===== config.mk =====
export PLATFORM = sky130hd
export DESIGN_NAME = spmp_csr_regfile_flat
export DESIGN_NICKNAME = d
export VERILOG_FILES = /design/src/rtl/spmp_csr_regfile_pkg.sv /design/src/rtl/spmp_csr_regfile_if.sv /design/src/rtl/spmp_cfg_legalize.sv /design/src/rtl/spmp_csr_regfile.sv /design/src/flat_wrapper.sv
export SDC_FILE = /design/constraint.sdc
export NUM_CORES = 2
export LEC_CHECK = 0
export ABC_CLOCK_PERIOD_IN_PS = 6250
export CAP_MARGIN = 25
export CORE_AREA = 5 5 470 472
export DETAILED_ROUTE_END_ITERATION = 6
export DIE_AREA = 0 0 475 477
export PLACE_DENSITY = 0.57
export SYNTH_ARGS = -nofsm -noshare
export SYNTH_HDL_FRONTEND = slang
export SYNTH_HIERARCHICAL = 1
export SYNTH_SLANG_ARGS = --single-unit
export TNS_END_PERCENT = 10

===== constraint.sdc =====
create_clock -name clk_i -period 6.25 [get_ports clk_i]
set_clock_uncertainty 0.1 [all_clocks]
set_input_delay 1.25 -clock clk_i [delete_from_list [all_inputs] [get_ports clk_i]]
set_output_delay 1.25 -clock clk_i [all_outputs]
set_load 0.03 [all_outputs]

===== src/rtl/spmp_csr_regfile_pkg.sv =====
// Shared types and select-space constants for the SPMP CSR register file.
// The checkers use spmpcfg_t as the per-entry configuration byte.
package spmp_csr_regfile_pkg;

  typedef enum logic [1:0] {
    PRIV_LVL_U = 2'b00,
    PRIV_LVL_S = 2'b01,
    PRIV_LVL_M = 2'b11
  } priv_lvl_t;

  typedef struct packed {
    logic       s;
    logic [1:0] rsvd;
    logic [1:0] a;
    logic       x;
    logic       w;
    logic       r;
  } spmpcfg_t;

  typedef enum logic [1:0] {
    ST_IDLE,
    ST_FLUSH,
    ST_RESP
  } spmp_state_e;

  localparam logic [7:0] SPMP_SEL_ADDR_BASE = 8'h00;
  localparam logic [7:0] SPMP_SEL_CFG_BASE  = 8'h40;
  localparam logic [7:0] SPMP_SEL_SWITCH_LO = 8'h80;
  localparam logic [7:0] SPMP_SEL_SWITCH_HI = 8'h81;

  // One bit set for every implemented entry.
  function automatic logic [63:0] entry_mask(input int n);
    return (n >= 64) ? '1 : ((64'd1 << n) - 64'd1);
  endfunction

endpackage


===== src/rtl/spmp_csr_regfile_if.sv =====
// CSR-side request/response bus plus the downstream flush handshake.
interface spmp_csr_regfile_if #(
  parameter int XLEN = 64
) ();
  import spmp_csr_regfile_pkg::*;

  priv_lvl_t         priv_lvl;
  logic              req_valid;
  logic              req_ready;
  logic              req_we;
  logic [7:0]        req_sel;
  logic [XLEN-1:0]   req_wdata;
  logic              rsp_valid;
  logic [XLEN-1:0]   rsp_rdata;
  logic              rsp_illegal;
  logic              flush;
  logic              flush_ack;

  modport master (
    output priv_lvl, req_valid, req_we, req_sel, req_wdata, flush_ack,
    input  req_ready, rsp_valid, rsp_rdata, rsp_illegal, flush
  );

  modport slave (
    input  priv_lvl, req_valid, req_we, req_sel, req_wdata, flush_ack,
    output req_ready, rsp_valid, rsp_rdata, rsp_illegal, flush
  );

endinterface


===== src/rtl/spmp_cfg_legalize.sv =====
// WARL legalisation of one spmpcfg byte: W-without-R writes are dropped,
// reserved bits are forced to zero.
module spmp_cfg_legalize
  import spmp_csr_regfile_pkg::*;
(
  input  spmpcfg_t   old_cfg,
  input  logic [7:0] wbyte,
  output spmpcfg_t   new_cfg,
  output logic       changed
);

  always_comb begin
    new_cfg      = spmpcfg_t'(wbyte);
    new_cfg.rsvd = '0;
    if (wbyte[1] && !wbyte[0]) new_cfg = old_cfg;
    changed = (new_cfg != old_cfg);
  end

endmodule


===== src/rtl/spmp_csr_regfile.sv =====
// SPMP architectural state and programming engine: legalises CSR writes and
// holds the response until downstream checkers have flushed stale state.
module spmp_csr_regfile
  import spmp_csr_regfile_pkg::*;
#(
  parameter int XLEN          = 64,
  parameter int PLEN          = 56,
  parameter int NrSPMPEntries = 16,
  parameter int Granularity   = 0
) (
  input  logic                                    clk_i,
  input  logic                                    rst_ni,
  spmp_csr_regfile_if.slave                       bus,
  output spmpcfg_t [NrSPMPEntries-1:0]            spmpcfg_o,
  output logic     [NrSPMPEntries-1:0][PLEN-3:0]  spmpaddr_o,
  output logic     [63:0]                         spmpswitch_o
);

  localparam int              AW      = PLEN - 2;
  localparam logic [63:0]     SW_MASK = entry_mask(NrSPMPEntries);
  localparam logic [AW-1:0]   G_MASK  = AW'((64'd1 << Granularity) - 64'd1);

  spmp_state_e state_q, state_d;
  spmpcfg_t [NrSPMPEntries-1:0]         cfg_q, cfg_new;
  logic     [NrSPMPEntries-1:0]         cfg_chg;
  logic     [NrSPMPEntries-1:0][AW-1:0] addr_q;
  logic     [63:0]                      sw_q, sw_new;
  logic     [AW-1:0]                    addr_new;
  logic     [XLEN-1:0]                  rdata_q, rd_val;
  logic                                 illegal_q;

  logic [5:0] idx;
  logic       is_addr, is_cfg, is_sw_lo, is_sw_hi, illegal;
  logic       accept, wr_en, wr_chg;

  always_comb begin
    idx      = bus.req_sel[5:0];
    is_addr  = (bus.req_sel[7:6] == SPMP_SEL_ADDR_BASE[7:6]);
    is_cfg   = (bus.req_sel[7:6] == SPMP_SEL_CFG_BASE[7:6]);
    is_sw_lo = (bus.req_sel == SPMP_SEL_SWITCH_LO);
    is_sw_hi = (bus.req_sel == SPMP_SEL_SWITCH_HI) && (XLEN == 32);
    illegal  = (bus.priv_lvl == PRIV_LVL_U)
            || ((is_addr || is_cfg) && ({1'b0, idx} >= 7'(NrSPMPEntries)))
            || !(is_addr || is_cfg || is_sw_lo || is_sw_hi);
    accept   = bus.req_valid && (state_q == ST_IDLE);
    wr_en    = accept && bus.req_we && !illegal;
  end

  for (genvar i = 0; i < NrSPMPEntries; i++) begin : g_leg
    spmp_cfg_legalize u_leg (
      .old_cfg (cfg_q[i]),
      .wbyte   (bus.req_wdata[7:0]),
      .new_cfg (cfg_new[i]),
      .changed (cfg_chg[i])
    );
  end

  // Upper switch half only exists as its own register on RV32.
  always_comb begin
    addr_new = bus.req_wdata[AW-1:0] & ~G_MASK;
    if (is_sw_hi)        sw_new = {bus.req_wdata[31:0], sw_q[31:0]};
    else if (XLEN == 64) sw_new = 64'(bus.req_wdata);
    else                 sw_new = {sw_q[63:32], bus.req_wdata[31:0]};
    sw_new = sw_new & SW_MASK;
  end

  always_comb begin
    rd_val = '0;
    wr_chg = 1'b0;
    for (int i = 0; i < NrSPMPEntries; i++) begin
      if (idx == 6'(i)) begin
        if (is_cfg)  begin rd_val = XLEN'(cfg_q[i]);  wr_chg = cfg_chg[i];             end
        if (is_addr) begin rd_val = XLEN'(addr_q[i]); wr_chg = (addr_new != addr_q[i]); end
      end
    end
    if (is_sw_lo) rd_val = XLEN'(sw_q);
    if (is_sw_hi) rd_val = XLEN'(sw_q[63:32]);
    if (is_sw_lo || is_sw_hi) wr_chg = (sw_new != sw_q);
  end

  always_ff @(posedge clk_i or negedge rst_ni) begin
    if (!rst_ni) state_q <= ST_IDLE;
    else         state_q <= state_d;
  end

  always_comb begin
    state_d         = state_q;
    bus.req_ready   = 1'b0;
    bus.flush       = 1'b0;
    bus.rsp_valid   = 1'b0;
    bus.rsp_rdata   = '0;
    bus.rsp_illegal = 1'b0;
    case (state_q)
      ST_IDLE: begin
        bus.req_ready = 1'b1;
        if (accept) state_d = (wr_en && wr_chg) ? ST_FLUSH : ST_RESP;
      end
      ST_FLUSH: begin
        bus.flush = 1'b1;
        if (bus.flush_ack) state_d = ST_RESP;
      end
      ST_RESP: begin
        bus.rsp_valid   = 1'b1;
        bus.rsp_rdata   = rdata_q;
        bus.rsp_illegal = illegal_q;
        state_d         = ST_IDLE;
      end
      default: state_d = ST_IDLE;
    endcase
  end

  always_ff @(posedge clk_i or negedge rst_ni) begin
    if (!rst_ni) begin
      cfg_q     <= '0;
      addr_q    <= '0;
      sw_q      <= '0;
      rdata_q   <= '0;
      illegal_q <= 1'b0;
    end else begin
      if (accept) begin
        rdata_q   <= (bus.req_we || illegal) ? '0 : rd_val;
        illegal_q <= illegal;
      end
      if (wr_en) begin
        for (int i = 0; i < NrSPMPEntries; i++) begin
          if (idx == 6'(i)) begin
            if (is_cfg)  cfg_q[i]  <= cfg_new[i];
            if (is_addr) addr_q[i] <= addr_new;
          end
        end
        if (is_sw_lo || is_sw_hi) sw_q <= sw_new;
      end
    end
  end

  assign spmpcfg_o    = cfg_q;
  assign spmpaddr_o   = addr_q;
  assign spmpswitch_o = sw_q;

endmodule

===== src/flat_wrapper.sv =====
// flat-port wrapper written by rule: the top's interface ports become plain ports
module spmp_csr_regfile_flat import spmp_csr_regfile_pkg::*;
#(
  parameter int XLEN          = 64,
  parameter int PLEN          = 56,
  parameter int NrSPMPEntries = 16,
  parameter int Granularity   = 0
)
  (clk_i, rst_ni, spmpcfg_o, spmpaddr_o, spmpswitch_o, bus_priv_lvl, bus_req_valid, bus_req_we, bus_req_sel, bus_req_wdata, bus_flush_ack, bus_req_ready, bus_rsp_valid, bus_rsp_rdata, bus_rsp_illegal, bus_flush);
  spmp_csr_regfile_if #(.XLEN(XLEN)) bus_i ();
  input  logic clk_i;
  input  logic rst_ni;
  output spmpcfg_t [NrSPMPEntries-1:0] spmpcfg_o;
  output logic     [NrSPMPEntries-1:0][PLEN-3:0] spmpaddr_o;
  output logic     [63:0] spmpswitch_o;
  input wire logic [$bits(bus_i.priv_lvl)-1:0] bus_priv_lvl;
  input wire logic [$bits(bus_i.req_valid)-1:0] bus_req_valid;
  input wire logic [$bits(bus_i.req_we)-1:0] bus_req_we;
  input wire logic [$bits(bus_i.req_sel)-1:0] bus_req_sel;
  input wire logic [$bits(bus_i.req_wdata)-1:0] bus_req_wdata;
  input wire logic [$bits(bus_i.flush_ack)-1:0] bus_flush_ack;
  output wire logic [$bits(bus_i.req_ready)-1:0] bus_req_ready;
  output wire logic [$bits(bus_i.rsp_valid)-1:0] bus_rsp_valid;
  output wire logic [$bits(bus_i.rsp_rdata)-1:0] bus_rsp_rdata;
  output wire logic [$bits(bus_i.rsp_illegal)-1:0] bus_rsp_illegal;
  output wire logic [$bits(bus_i.flush)-1:0] bus_flush;
  assign bus_i.priv_lvl = bus_priv_lvl;
  assign bus_i.req_valid = bus_req_valid;
  assign bus_i.req_we = bus_req_we;
  assign bus_i.req_sel = bus_req_sel;
  assign bus_i.req_wdata = bus_req_wdata;
  assign bus_i.flush_ack = bus_flush_ack;
  assign bus_req_ready = bus_i.req_ready;
  assign bus_rsp_valid = bus_i.rsp_valid;
  assign bus_rsp_rdata = bus_i.rsp_rdata;
  assign bus_rsp_illegal = bus_i.rsp_illegal;
  assign bus_flush = bus_i.flush;
  spmp_csr_regfile #(.XLEN(XLEN), .PLEN(PLEN), .NrSPMPEntries(NrSPMPEntries), .Granularity(Granularity)) u_core (.clk_i(clk_i), .rst_ni(rst_ni), .bus(bus_i), .spmpcfg_o(spmpcfg_o), .spmpaddr_o(spmpaddr_o), .spmpswitch_o(spmpswitch_o));
endmodule

# Word-level counts from Yosys, hierarchy flattened
# Cells that the tools add are included.
# op_classes
n_lt_le_gt_ge	1
n_eq_ne	54
muxes	124
n_reduce_logical	52
# op_table
op	n
$mux W64	49
$ne A54 B54 Y1	16
$mux W8	17
$ne A8 B8 Y1	16
$reduce_and A3 Y1	32
$mux W54	1
$mux W1	53
$eq A6 B4 Y1 const B	8
$eq A6 B3 Y1 const B	4
$ne A16 B16 Y1	1
$eq A6 B2 Y1 const B	2
$eq A8 B8 Y1 const B	1
$eq A6 B1 Y1 const B	1
$ge A6 B5 Y1 const B	1
$logic_and A1 B1 Y1	6
$logic_not A2 Y1	3
$logic_not A6 Y1	1
$mux W2	3
$logic_or A1 B1 Y1	5
$eq A2 B1 Y1 const B	2
$pmux W2 S2	1
$reduce_and A2 Y1	2
$logic_not A1 Y1	3
$eq A2 B2 Y1 const B	1
other kinds (2)	2
# word_totals
reg_bits	1075
inputBits	79
out_inout_bits	1124
wordCells	347

# Depth between registers and ports, before layout
# logic_depth
ltp_word	57
depth_mapped	13
ltp_nobuf	12

# Modules after synthesis
# The synthesis kept the hierarchy.
# modules_own_cells
module	instances	cells_per_inst	area_per_inst_um2	seq_area_each_um2
spmp_csr_regfile	1	5008	57635.3	26650.6
spmp_cfg_legalize	16	29	167.7	0.0

# Least setup slack after synthesis
# Ideal clock, no wire load.
# synth_timing
kind	input to register
startpoint	in bus_req_sel[4]
endpoint	reg u_core.addr_q, in the netlist u_core/spmpaddr_o[502]
setup_time_ns	0.125
t_arrival_ns	3.555
required_ns	6.025
path_slack_ns	2.471
stages	12
path_buffers	5
path_cell_list	buf_4 -> or4_1 -> buf_6 -> nor3_4 -> o21ai_2 -> nor2_2 -> nand2_2 -> buf_6 -> nor2_1 -> buf_4 -> buf_4 -> mux2_2
# synth_between
elab_chain_len	7
elab_cells_between_ends	11
cone_classes	1 x order compare; 2 x eq/ne; 8 x reduce/logical
# synth_lines
element	line	text
from (decl)	flat_wrapper.sv:19	input wire logic [$bits(bus_i.req_sel)-1:0] bus_req_sel;
$ge A6 B5 Y1 / $eq A8 B8 Y1 (equally long branches)	spmp_csr_regfile.sv:43, spmp_csr_regfile.sv:40	
$logic_and A1 B1 Y1 / $logic_or A1 B1 Y1 (equally long branches)	spmp_csr_regfile.sv:43, spmp_csr_regfile.sv:44	
$logic_or A1 B1 Y1 / $logic_not A1 Y1 (equally long branches)	spmp_csr_regfile.sv:43, spmp_csr_regfile.sv:44	
$logic_or A1 B1 Y1	spmp_csr_regfile.sv:44	|| !(is_addr || is_cfg || is_sw_lo || is_sw_hi);
$logic_not A1 Y1	spmp_csr_regfile.sv:46	wr_en = accept && bus.req_we && !illegal;
$logic_and A1 B1 Y1	spmp_csr_regfile.sv:46	
$reduce_and A3 Y1 (no line) (*)	n/a	
to (signal, indexed assignment)	spmp_csr_regfile.sv:128	if (is_addr) addr_q[i] <= addr_new;
to (decl)	spmp_csr_regfile.sv:26	logic [NrSPMPEntries-1:0][AW-1:0] addr_q;
# Every way passes the cells marked *; elsewhere a longest branch is shown, timed or not.
# A chain may end at the register's enable or synchronous reset.

# Worst setup path after layout
# layout_timing
startpoint	in bus_req_wdata[12]
endpoint	reg u_core.state_q[1]
# layout_between
elab_chain_len	53
elab_cells_between_ends	69
cone_classes	17 x eq/ne; 51 x mux; 1 x reduce/logical
# layout_lines
element	line	text
from (decl)	flat_wrapper.sv:20	input wire logic [$bits(bus_i.req_wdata)-1:0] bus_req_wdata;
$ne A54 B54 Y1	spmp_csr_regfile.sv:73	if (is_addr) begin rd_val = XLEN'(addr_q[i]); wr_chg = (addr_new != addr_q[i]); end
$mux W1	spmp_csr_regfile.sv:73	
$mux W1	spmp_csr_regfile.sv:71	if (idx == 6'(i)) begin
$mux W1	spmp_csr_regfile.sv:72	if (is_cfg) begin rd_val = XLEN'(cfg_q[i]); wr_chg = cfg_chg[i]; end
$mux W1	spmp_csr_regfile.sv:73	
$mux W1	spmp_csr_regfile.sv:71	
$mux W1	spmp_csr_regfile.sv:72	
$mux W1	spmp_csr_regfile.sv:73	
[... 36 more ...]	n/a	
$mux W1	spmp_csr_regfile.sv:71	
$mux W1	spmp_csr_regfile.sv:72	
$mux W1	spmp_csr_regfile.sv:73	
$mux W1	spmp_csr_regfile.sv:71	
$mux W1 (*)	spmp_csr_regfile.sv:78	if (is_sw_lo || is_sw_hi) wr_chg = (sw_new != sw_q);
$logic_and A1 B1 Y1 (*)	spmp_csr_regfile.sv:96	if (accept) state_d = (wr_en && wr_chg) ? ST_FLUSH : ST_RESP;
$mux W2 (*) (2 in a row)	spmp_csr_regfile.sv:96	
$pmux W2 S2 (*)	spmp_csr_regfile.sv:93	case (state_q)
to (signal assigned)	spmp_csr_regfile.sv:83	else state_q <= state_d;
to (decl)	spmp_csr_regfile.sv:23	spmp_state_e state_q, state_d;
# Every way passes the cells marked *; elsewhere a longest branch is shown, timed or not. The select of a mux whose other input is x is not followed.

==> metrics <==
run status=complete, but fails checks; failing checks=DRC; # rows=171; proportion of synthesized chip area in sequential cells=between 40 and 50%; RSZ-0062 raised after global routing=no; overall die width=~480 µm; antenna violations before repair=51; Total Die Area=about 0.23 mm²; startpoint of the worst-slack reg-to-reg timing path=u_core/spmpaddr_o[174]; worst-path maximum fanout=19; post-cts sizing count=0; leading cell types by total area after synthesis=sky130_fd_sc_hd__dfrtp_1 (44%), sky130_fd_sc_hd__mux2_2 (18%), sky130_fd_sc_hd__xnor2_1 (7.9%); power density normalized to cell area=about 210 mW/mm²; worst-path cell chain=buf_2 -> xnor2_1 -> nand4_1 -> nor4_1 -> nand4_1 -> o41ai_1 -> o21ai_0 -> o2111ai_1 -> buf_4 -> and3_1; Critical Path End Type=flop; Final Routed Wirelength=between 400,000 and 500,000 µm; Cells after Synth=around 5,500; Setup crit end=u_core/state_q[1]; max-slew headroom at the worst pin=between 10% and 20%; Final Max Tran Viols=0; fraction of synthesis flops using an asynchronous set or reset pin=100%; number of hold violations in the final report=0; Max Cap Viol=0; overall via count from detail_route=slightly below 60,000; buffer cell driving the clock tree root=sky130_fd_sc_hd__clkbuf_16; clock transition at the registers of the reported paths=0.07 ns; worst ir drop on vdd=approximately 0.00031 V; total global routing overflow=0; starting utilization of the core area=27.9%; pin count of the biggest net entering global routing=between 150 and 200; CP startpoint kind=input port; TritonCTS clock tree=yes; final layout net count=between 6,000 and 7,000; class of the worst hold path=input port to async pin; All-Layer GR Usage=a little over two fifths; via count of the first global-routing pass=55,500; crit path kind=input port to flop; count of synthesis-stage warnings from yosys=6; Netlist Area Pre-Place=~0.060 mm²; global-route wire length before repair=~620,000 µm; insertion delay of the later-clocked pin in the worst-skew pair=0.85 ns; iteration-0 DRC count of the detailed router=approximately 9,800; minimum clock period after layout=between 4 and 5 ns; Avg Vias per Cell=just over 6; Critical Path Start=bus_req_wdata[12]; PnR worst setup slack=roughly 1.3 ns; predominant post-synthesis flop cell=sky130_fd_sc_hd__dfrtp_1; # port buffers=between 1,000 and 1,500; share of Yosys cell area claimed by the top area cell type=44.2%; number of synthesized register bits=around 1,100; number of buffers between clock root and the deepest sink=3; share of post-route cells with drive strength above 1=24.4%; Final HPWL DP=393,000 µm; setup violation total in the final timing report=0; worst-margin pin slew=1.34 ns; cell type with the largest total area after synthesis=sky130_fd_sc_hd__dfrtp_1; Pre-Repair DR Iteration Count=7; flop-to-flop setup slack=around 1.7 ns; mean post-synth cell area=between 10 and 15 µm²; Yosys cell types=79; CTS H-tree depth=4; hold buffer count at CTS=0; destination of the worst register-to-register timing path=u_core/state_q[1]; area of the placeable core=between 0.2 and 0.25 mm²; depth of the worst register-to-register path=9; global placement routability congestion=1.10; Most common cell on crit path=sky130_fd_sc_hd__nand4_1; count of buffers added by post-CTS timing repair for setup=0; peak per-stage delay on the critical path=approximately 0.92 ns; Power Total=around 17,000 µW; DRC Markers=between 40 and 50; endpoint arrival time on the critical path=5.65 ns; critical path's slowest cell=sky130_fd_sc_hd__xnor2_1; area delta synth->final=34.0%; Fin Setup TNS=0 ns; top-level I/O count=about 1,200; y dimension of the die=477 µm; Routed wire per std cell=between 50 and 60 µm; number of flops mapped to enable cells by yosys=0; Final period util=around four fifths; post-detailed-route count of antenna-violating nets=0; LEAKAGE=about 0.034 µW; clock net sink count=between 1,000 and 1,500; top achievable clock speed=200 MHz; endpoint required time on the critical path=just under 7 ns; cts bufs inserted=around 140; worst setup timing slack at the placement stage=approximately 0.72 ns
[layer usage]
metal	GRT usage, %	vias up	routed length [µm]
met5	0	-	170
met4	28.2	24	42600
met3	13.3	1024	52900
met2	60.7	4597	205000
met1	53.4	31200	193000
li1	-	22300	-
[cell families after synthesis]
| logic type | after synthesis | synth area share [%] |
|---|---|---|
| other cells | 1 | 0.00622 |
| flops | 1065 | 44.2 |
| xor+xnor | 806 | 11.7 |
| buf+inv | 566 | 4.18 |
| simple gates | 1179 | 10.3 |
| mux | 1030 | 19.1 |
| compound gates | 825 | 10.5 |
[through the flow]
| stage | cells | hold slack [ns] | instance area (µm²) | utilization, % |
|---|---|---|---|---|
| after floorplan | 5529 | 0.338 | 60500 | - |
| after global placement | 9352 | 0.357 | 76100 | 35.2 |
| after detailed placement | 9356 | 0.359 | 76100 | 35.2 |
| after CTS | 9599 | 0.311 | 80700 | 37.4 |
| after global routing | 9610 | 0.358 | 80800 | 37.4 |
| final | 9630 | 0.337 | 80800 | 37.4 |
[synthesized netlist by cell type (19+ instances only)]
library cell                number
sky130_fd_sc_hd__o22ai_1        74
sky130_fd_sc_hd__a222oi_1      134
sky130_fd_sc_hd__nand3_1        39
sky130_fd_sc_hd__o2bb2ai_1      22
sky130_fd_sc_hd__nor4_1        108
sky130_fd_sc_hd__buf_2          94
sky130_fd_sc_hd__buf_4          69
sky130_fd_sc_hd__mux2i_1        50
sky130_fd_sc_hd__a221oi_1       40
sky130_fd_sc_hd__clkbuf_1      269
sky130_fd_sc_hd__buf_1          53
sky130_fd_sc_hd__o2111ai_1      21
sky130_fd_sc_hd__dfrtp_1      1065
sky130_fd_sc_hd__a22oi_1       122
sky130_fd_sc_hd__nor2_1        122
sky130_fd_sc_hd__mux2_2        945
sky130_fd_sc_hd__nor3_1         25
sky130_fd_sc_hd__nand2b_1       70
sky130_fd_sc_hd__nand2_1       378
sky130_fd_sc_hd__or2_2          19
sky130_fd_sc_hd__o221ai_1       41
sky130_fd_sc_hd__and2_1         90
sky130_fd_sc_hd__a21o_1         30
sky130_fd_sc_hd__o21ai_0       127
sky130_fd_sc_hd__nor2b_1        57
sky130_fd_sc_hd__xnor2_1       547
sky130_fd_sc_hd__inv_1          77
sky130_fd_sc_hd__a22o_1         44
sky130_fd_sc_hd__nand4_1       186
sky130_fd_sc_hd__mux2_1         35
sky130_fd_sc_hd__a21oi_1        62
sky130_fd_sc_hd__or3_1          19
sky130_fd_sc_hd__xor2_1        259
[layout make-up]
type                    instances  area, µm²
fillers                     21500     135000
multi-input cells            3898      31600
flip-flops and latches       1065      26700
repair buffers               1464      14100
clock buffers                 193       3920
well taps                    2854       3570
clock inverters                50        678
inverters                      78        293
diodes                         28       70.1
[state kept, by name, summed over array words and instances, names as in the netlist]
name / cells
u_core/spmpaddr_o: 864
u_core/spmpswitch_o: 16
u_core/state_q: 2
u_core/illegal_q: 1
u_core/rdata_q: 54
u_core/spmpcfg_o: 128
[placed cells by master, fill, tap and decap left out, types with 50 or more instances in the layout]
master                            count
sky130_fd_sc_hd__a21oi_1             62
sky130_fd_sc_hd__a222oi_1           134
sky130_fd_sc_hd__a22oi_1            122
sky130_fd_sc_hd__and2_1              90
sky130_fd_sc_hd__buf_4              294
sky130_fd_sc_hd__clkbuf_16          137
sky130_fd_sc_hd__clkdlybuf4s50_1   1078
sky130_fd_sc_hd__conb_1              58
sky130_fd_sc_hd__dfrtp_1           1065
sky130_fd_sc_hd__inv_1               77
sky130_fd_sc_hd__mux2_2             945
sky130_fd_sc_hd__mux2i_1             50
sky130_fd_sc_hd__nand2_1            378
sky130_fd_sc_hd__nand2b_1            70
sky130_fd_sc_hd__nand4_1            186
sky130_fd_sc_hd__nor2_1              98
sky130_fd_sc_hd__nor2b_1             56
sky130_fd_sc_hd__nor4_1             106
sky130_fd_sc_hd__o21ai_0            127
sky130_fd_sc_hd__o22ai_1             74
sky130_fd_sc_hd__xnor2_1            547
sky130_fd_sc_hd__xor2_1             259
[power by group]
group	switching, µW	total, µW	internal [µW]
Clock	3520	8340	4820
Combinational	1350	1760	412
Sequential	48.0	6960	6910
Total	4910	17100	12100
[worst min path at each step]
stage	start	to	slack [ns]
global placement	u_core/rdata_q[46]	u_core/rdata_q[46]	0.36
detailed placement	u_core/rdata_q[53]	u_core/rdata_q[53]	0.36
finish	rst_ni	u_core/spmpaddr_o[776]	0.34
global route	rst_ni	u_core/spmpaddr_o[776]	0.36
CTS	rst_ni	u_core/spmpaddr_o[504]	0.31
floorplan	u_core/rdata_q[21]	u_core/rdata_q[21]	0.34
[critical path, delay by kind of cell]
kind | cells | cell delay [ns]
xor gates and xnor gates | 1 | 0.92
AOI/OAI and AO/OA | 3 | 1.31
buffers and inverters | 2 | 0.55
and+or+nand+nor | 4 | 1.58
No activity file was read; power rests on OpenSTA's default activity.
